<file path="config.mk">
export PLATFORM = sky130hd
export DESIGN_NAME = ysyx_24100005_lsu
export DESIGN_NICKNAME = d
export VERILOG_FILES = /design/src/rtl/ysyx_24100005_lsu_pkg.sv /design/src/rtl/ysyx_24100005_lsu_align.sv /design/src/rtl/ysyx_24100005_lsu.sv
export SDC_FILE = /design/constraint.sdc
export NUM_CORES = 1
export LEC_CHECK = 0
export CAP_MARGIN = 0
export CELL_PAD_IN_SITES_DETAIL_PLACEMENT = 0
export CELL_PAD_IN_SITES_GLOBAL_PLACEMENT = 1
export CORE_MARGIN = 5
export CORE_UTILIZATION = 33
export DETAILED_ROUTE_END_ITERATION = 8
export HOLD_SLACK_MARGIN = 0.15
export PLACE_DENSITY_LB_ADDON = 0.1
export SETUP_SLACK_MARGIN = 0.2
export SLEW_MARGIN = 25
export SYNTH_ARGS = -nofsm -noshare
export SYNTH_HDL_FRONTEND = slang
export SYNTH_HIERARCHICAL = 1
export SYNTH_SLANG_ARGS = --single-unit
</file>
<file path="constraint.sdc">
create_clock -name clk -period 2.4 [get_ports clk]
set_input_delay 0.48 -clock clk [delete_from_list [all_inputs] [get_ports clk]]
set_output_delay 0.48 -clock clk [all_outputs]
set_load 0.005 [all_outputs]
</file>
<file path="src/rtl/ysyx_24100005_lsu_pkg.sv">
// Shared types and decode helpers for the ysyx_24100005 load/store unit.
// Sizes are log2(bytes); illegal funct3 codes collapse to a full-width unsigned access.
package ysyx_24100005_lsu_pkg;

  typedef enum logic [1:0] {
    S_IDLE = 2'd0,
    S_REQ  = 2'd1,
    S_RESP = 2'd2,
    S_DONE = 2'd3
  } lsu_state_e;

  localparam logic [1:0] SZ_B = 2'b00;
  localparam logic [1:0] SZ_H = 2'b01;
  localparam logic [1:0] SZ_W = 2'b10;
  localparam logic [1:0] SZ_D = 2'b11;

  localparam int LOAD_UNSIGNED = 2;

  function automatic logic size_illegal(input logic [2:0] funct3, input logic wen,
                                        input logic is64);
    logic wide_bad;
    wide_bad = !is64 && (funct3[1:0] == SZ_D);
    if (wen) return funct3[LOAD_UNSIGNED] | wide_bad;
    return (funct3 == 3'b111) | wide_bad;
  endfunction

  function automatic logic [1:0] eff_size(input logic [2:0] funct3, input logic wen,
                                          input logic is64);
    if (size_illegal(funct3, wen, is64)) return is64 ? SZ_D : SZ_W;
    return funct3[1:0];
  endfunction

  function automatic logic eff_unsigned(input logic [2:0] funct3, input logic wen,
                                        input logic is64);
    return size_illegal(funct3, wen, is64) | (!wen & funct3[LOAD_UNSIGNED]);
  endfunction

endpackage

</file>
<file path="src/rtl/ysyx_24100005_lsu_align.sv">
// Combinational lane steering: byte-enable mask and shifted store data on the way out,
// shifted and sign/zero-extended load data on the way back.
module ysyx_24100005_lsu_align #(
  parameter int XLEN = 32,
  localparam int NL = XLEN / 8,
  localparam int OB = $clog2(NL)
) (
  input  logic [OB-1:0]   off_i,
  input  logic [1:0]      size_i,
  input  logic            uns_i,
  input  logic [XLEN-1:0] wdata_i,
  input  logic [XLEN-1:0] rdata_i,
  output logic [NL-1:0]   wmask_o,
  output logic [XLEN-1:0] wdata_o,
  output logic [XLEN-1:0] rdata_o
);

  logic [OB:0]     nbytes;
  logic [NL-1:0]   base;
  logic [NL-1:0]   top_lane;
  logic [NL-1:0]   msb;
  logic [XLEN-1:0] raw;
  logic            sign;

  assign nbytes = (OB+1)'(1) << size_i;
  assign raw    = rdata_i >> {off_i, 3'b000};
  // The sign bit is the MSB of the highest byte lane that belongs to the access.
  assign sign   = ~uns_i & (|(msb & top_lane));

  generate
    for (genvar gi = 0; gi < NL; gi++) begin : g_lane
      assign base[gi]            = (OB+1)'(gi) < nbytes;
      assign top_lane[gi]        = (OB+1)'(gi + 1) == nbytes;
      assign msb[gi]             = raw[8*gi+7];
      assign rdata_o[8*gi +: 8]  = base[gi] ? raw[8*gi +: 8] : {8{sign}};
    end
  endgenerate

  assign wmask_o = base << off_i;
  assign wdata_o = wdata_i << {off_i, 3'b000};

endmodule

</file>
<file path="src/rtl/ysyx_24100005_lsu.sv">
// Multi-cycle LSU: IDLE -> REQ -> RESP -> DONE with valid/ready on EXU, memory and WBU sides.
// Define LSU_MISALIGN_TRAP_EN to fault misaligned/illegal-size accesses without touching memory.
module ysyx_24100005_lsu
  import ysyx_24100005_lsu_pkg::*;
#(
  parameter int XLEN   = 32,
  parameter int ADDR_W = 32
) (
  input  logic              clk,
  input  logic              rst,
  input  logic              in_valid,
  output logic              in_ready,
  input  logic              in_wen,
  input  logic [2:0]        in_funct3,
  input  logic [ADDR_W-1:0] in_addr,
  input  logic [XLEN-1:0]   in_wdata,
  input  logic [4:0]        in_rd,
  output logic              out_valid,
  input  logic              out_ready,
  output logic [XLEN-1:0]   out_rdata,
  output logic [4:0]        out_rd,
  output logic              out_err,
  output logic              mem_req_valid,
  input  logic              mem_req_ready,
  output logic              mem_req_wen,
  output logic [ADDR_W-1:0] mem_req_addr,
  output logic [XLEN-1:0]   mem_req_wdata,
  output logic [XLEN/8-1:0] mem_req_wmask,
  input  logic              mem_resp_valid,
  input  logic [XLEN-1:0]   mem_resp_rdata
);

  localparam int   NL   = XLEN / 8;
  localparam int   OB   = $clog2(NL);
  localparam logic IS64 = (XLEN == 64);

  lsu_state_e      state_q;
  logic            req_valid_q;
  logic            wen_q;
  logic            out_valid_q;
  logic [ADDR_W-1:0] addr_q;
  logic [OB-1:0]   off_q;
  logic [1:0]      size_q;
  logic            uns_q;
  logic [XLEN-1:0] wdata_q;
  logic [XLEN-1:0] rdata_q;
  logic [4:0]      rd_q;

  logic [1:0]      in_size;
  logic            in_uns;
  logic [NL-1:0]   wmask_al;
  logic [XLEN-1:0] wdata_al;
  logic [XLEN-1:0] rdata_al;

  assign in_size = eff_size(in_funct3, in_wen, IS64);
  assign in_uns  = eff_unsigned(in_funct3, in_wen, IS64);

`ifdef LSU_MISALIGN_TRAP_EN
  logic          err_q;
  logic          in_trap;
  logic [OB-1:0] align_m;
  assign align_m = OB'((4'd1 << in_size) - 4'd1);
  assign in_trap = size_illegal(in_funct3, in_wen, IS64) | (|(in_addr[OB-1:0] & align_m));
  assign out_err = err_q;
`else
  assign out_err = 1'b0;
`endif

  ysyx_24100005_lsu_align #(.XLEN(XLEN)) u_align (
    .off_i   (off_q),
    .size_i  (size_q),
    .uns_i   (uns_q),
    .wdata_i (wdata_q),
    .rdata_i (mem_resp_rdata),
    .wmask_o (wmask_al),
    .wdata_o (wdata_al),
    .rdata_o (rdata_al)
  );

  always_ff @(posedge clk) begin
    if (rst) begin
      state_q     <= S_IDLE;
      req_valid_q <= 1'b0;
      wen_q       <= 1'b0;
      out_valid_q <= 1'b0;
      addr_q      <= '0;
      off_q       <= '0;
      size_q      <= '0;
      uns_q       <= 1'b0;
      wdata_q     <= '0;
      rdata_q     <= '0;
      rd_q        <= '0;
`ifdef LSU_MISALIGN_TRAP_EN
      err_q       <= 1'b0;
`endif
    end else begin
      case (state_q)
        S_IDLE: begin
          if (in_valid) begin
            wen_q   <= in_wen;
            addr_q  <= {in_addr[ADDR_W-1:OB], {OB{1'b0}}};
            off_q   <= in_addr[OB-1:0];
            size_q  <= in_size;
            uns_q   <= in_uns;
            wdata_q <= in_wdata;
            rd_q    <= in_rd;
            rdata_q <= '0;
`ifdef LSU_MISALIGN_TRAP_EN
            err_q   <= in_trap;
            if (in_trap) begin
              out_valid_q <= 1'b1;
              state_q     <= S_DONE;
            end else begin
              req_valid_q <= 1'b1;
              state_q     <= S_REQ;
            end
`else
            req_valid_q <= 1'b1;
            state_q     <= S_REQ;
`endif
          end
        end
        S_REQ: begin
          if (mem_req_ready) begin
            req_valid_q <= 1'b0;
            state_q     <= S_RESP;
          end
        end
        S_RESP: begin
          // Stores also wait for a response but report zero data.
          if (mem_resp_valid) begin
            if (!wen_q) rdata_q <= rdata_al;
            out_valid_q <= 1'b1;
            state_q     <= S_DONE;
          end
        end
        S_DONE: begin
          if (out_ready) begin
            out_valid_q <= 1'b0;
            state_q     <= S_IDLE;
`ifdef LSU_MISALIGN_TRAP_EN
            err_q       <= 1'b0;
`endif
          end
        end
        default: state_q <= S_IDLE;
      endcase
    end
  end

  assign in_ready      = (state_q == S_IDLE) && !rst;
  assign mem_req_valid = req_valid_q;
  assign mem_req_wen   = req_valid_q & wen_q;
  assign mem_req_addr  = addr_q;
  assign mem_req_wmask = (req_valid_q & wen_q) ? wmask_al : '0;
  assign mem_req_wdata = (req_valid_q & wen_q) ? wdata_al : '0;
  assign out_valid     = out_valid_q;
  assign out_rdata     = rdata_q;
  assign out_rd        = rd_q;

endmodule

</file>
==> results of run 1 <==
==> registers in the layout (all words and copies together) (netlist names) <==
register,cells
mem_req_addr,30
mem_req_valid,1
off_q,2
out_rd,5
out_rdata,32
out_valid,1
size_q,2
state_q,2
uns_q,1
wdata_q,32
wen_q,1
==> stage by stage <==
| step | setup WS [ns] | power (mW) | TNS [ns] |
|---|---|---|---|
| 4_1_cts | -0.01704 | 7.853 | -0.05827 |
| 6_report | 0.0003220 | 7.872 | 0 |
| 3_5_place_dp | 0.05474 | 6.002 | 0 |
| 2_1_floorplan | 0.3926 | 4.721 | 0 |
| 5_1_grt | -0.08841 | 8.432 | -0.7661 |
| 3_3_place_gp | 0.06093 | 6.003 | 0 |
==> synth_stat cells, drive strengths merged <==
master	number	area [µm²]
mux2	1	11.26
nor2b	12	77.58
dfxtp	109	2182
o211ai	1	12.51
a32oi	1	8.760
nor3b	1	18.77
a2bb2oi	8	70.07
mux2i	82	824.5
a31oi	1	6.260
a211oi	20	162.7
o22a	8	70.07
a21o	1	7.510
conb	1	3.750
and3	36	225.2
o221ai	8	70.07
clkbuf	45	170.2
a21oi	114	570.6
nand2b	41	256.5
o22ai	1	6.260
o32ai	1	27.53
o21ai	17	85.08
and4b	1	10.01
a311oi	1	8.760
buf	38	240.2
ha	10	125.1
nor2	26	97.59
nor3	12	70.07
nand3	2	10.01
inv	14	52.55
or2	1	6.260
nand2	166	623.1
and2	11	68.82
nand3b	30	225.2
==> logic make-up after synthesis <==
kind of cell / share of synthesized area, %
AND/OR/NAND/NOR: 26.37
adder cells (fa/ha/maj): 1.954
flip-flops: 34.07
other: 0.05855
buffers and inverters: 7.228
AO/OA/AOI/OAI: 17.27
multiplexers: 13.05
==> worst max path at each step <==
| stage | startpoint | endpoint | slack, ns | cells after the start |
|---|---|---|---|---|
| final | off_q[1] | mem_req_wdata[20] | 0.0003 | 5 |
| after global routing | off_q[0] | mem_req_wdata[16] | -0.09 | 6 |
| after CTS | off_q[0] | mem_req_wdata[16] | -0.02 | 6 |
| after detailed placement | mem_resp_rdata[31] | out_rdata[28] | 0.05 | 8 |
| after global placement | mem_resp_rdata[31] | out_rdata[28] | 0.06 | 8 |
| after floorplan | off_q[1] | mem_req_wdata[17] | 0.39 | 7 |
==> power groups by stage <==
stage	combinational, mW	clock [mW]	sequential [mW]
floorplan	2.41	0	2.31
global placement	3.64	0	2.36
detailed placement	3.63	0	2.37
CTS	3.85	1.67	2.33
global route	4.30	1.74	2.39
finish	3.92	1.61	2.34
==> critical path, stage by stage, from the launching register on <==
cell and delay (ns):
dfxtp_4 0.43, buf_12 0.17, mux2i_1 0.23, o21ai_0 0.09, and3_1 0.18, clkdlybuf4s50_1 0.46
==> layout make-up <==
| type | count | share of cell area (%) |
|---|---|---|
| clock buffer | 10 | 2.501 |
| clock inverter | 6 | 0.7332 |
| inverter | 14 | 0.5761 |
| multi-input combinational | 617 | 41.44 |
| sequential | 109 | 22.99 |
| tap | 265 | 3.469 |
| timing repair buffer | 271 | 28.29 |
==> repair_timing <==
action	CTS	global route
setup endpoints to repair	37	41
resized for setup	75	37
gates cloned	1	0
pin swaps	4	3
setup buffers	13	5
==> routing by layer <==
| metal | up-vias | track usage, % | part of all wire [%] |
|---|---|---|---|
| met5 | - | 0 | 0 |
| met4 | 0 | 5.767 | 1.8 |
| met3 | 22 | 6.108 | 8.1 |
| met2 | 173 | 29.44 | 45 |
| met1 | 2924 | 24.95 | 45 |
| li1 | 3201 | - | - |
==> impl_metrics.toml, run 1 <==
[finish]
area_delta_synth_final_pct = 49.21
design_area_um2 = 9557
ff_latch_area_um2 = 2197
final_cell_mix = "199 x clkdlybuf4s50_1, 165 x nand2_1, 107 x a21oi_1"
finalNonFillerCells = 1292
final_common_cell = "clkdlybuf4s50_1"
fillCellCount = 2007
multi_input_area_um2 = 3960
antenna_cells = 0
final_core_util_pct = 49.59
drive_gt1_share_pct = 12.95
final_nets = 1143

[power]
clkPwrFrac_pct = 20.4
ir_drop_mv = 0.5400
p_int_mw = 4.870
p_per_area_nw_per_um2 = 823.7
comb_power_share_pct = 49.8
pwr-share-seq_pct = 29.8
swShare_pct = 38.14
switchingPower_mw = 3.002
power_leakage_nw = 3.729

[sta]
finalMaxSlewViolations = 0
setup_viol = 0
relSlewSlack_pct = 59.94
finalHoldViolCount = 0
whs_ns = 0.4530
fin_crit_sh_pct = 99.99
clock-skew-final_ns = 0.008898
worst_slew_pin_slew_ns = 0.6009
fmax_ghz = 0.4167
fin_crit_ns = 2.400
rsz0062_at_grt = "true"

[synth]
postSynthAreaPerCell_um2 = 7.801
synth-seq-cells = 109
yosysWarnings = 6
seq_area_frac_synth_pct = 34.07
syn_inst = 821
ys_types = 41
netlist_area_um2 = 6405

[setup_path]
end_kind = "output port"
startpoint_type = "flop"
regToRegSetupSlack_ns = 0.28
arrival_ns = 1.92
r2r_end = "out_rdata[15]"
critPathMaxFanout = 13
reg2reg_from = "off_q[1]"
path_class = "flop to output port"
critPathRequiredTime_ns = 1.92
r2r_cells = 11

[floorplanning]
start_util_pct = 33.24
core_um2 = 19270
num_rows = 51
die-area_um2 = 22300
io-pin-count = 221
die_y_um = 149.3
die_w_um = 149.3

[worst_hold_path]
min_to = "wdata_q[31]"
hold_path_class = "flop to flop"
min-delay-start = "wdata_q[31]"
whs_path_depth = 2

[route]
dr.first_iter.drc_count = 233
detail_route.vias_per_cell = 4.892
drt-pass1-iter-count = 4
drc = 0
wire_per_inst_um = 16.57
vias = 6320
ant_nets = 0
drt_wl_total_mm = 21.40

[global_routing]
grt_start_max_net_pins = 143
track_usage_pct = 18.89
grt_pass1_vias = 6121
grt_antenna_before_repair = 0
overflow = 0
grt_pass1_wl_mm = 33.62

[clock_tree]
cts.sink_count = 109
cts_tree = "done"
cts_max_level = 3
cts_buffer_depth = 2
cts.clk_slew.worst_paths_ns = 0.08
clkLatencyLatePin_ns = 0.36
root_buffer = "clkbuf_16"
cts_buffers = 9
postCtsHoldBufs = 0

[run_status]
status = "completed"

[job]
cap_violations = 0

[placement]
numPortBuffers = 217
dp_hpwl_mm = 14.78
placedInstanceArea_um2 = 8847
placed_cells = 1257
gp_congestion = 0.7871
Power figures use the tool's default switching activity.
==> run 2: changes to the inputs <==
--- a/config.mk
+++ b/config.mk
@@ -14,7 +14,7 @@
 export HOLD_SLACK_MARGIN = 0.15
 export PLACE_DENSITY_LB_ADDON = 0.1
 export SETUP_SLACK_MARGIN = 0.2
-export SLEW_MARGIN = 25
+export SLEW_MARGIN = 40
 export SYNTH_ARGS = -nofsm -noshare
 export SYNTH_HDL_FRONTEND = slang
 export SYNTH_HIERARCHICAL = 1
==> results of run 2 <==
Final layout, timing and power as in run 1 (identical DEF).
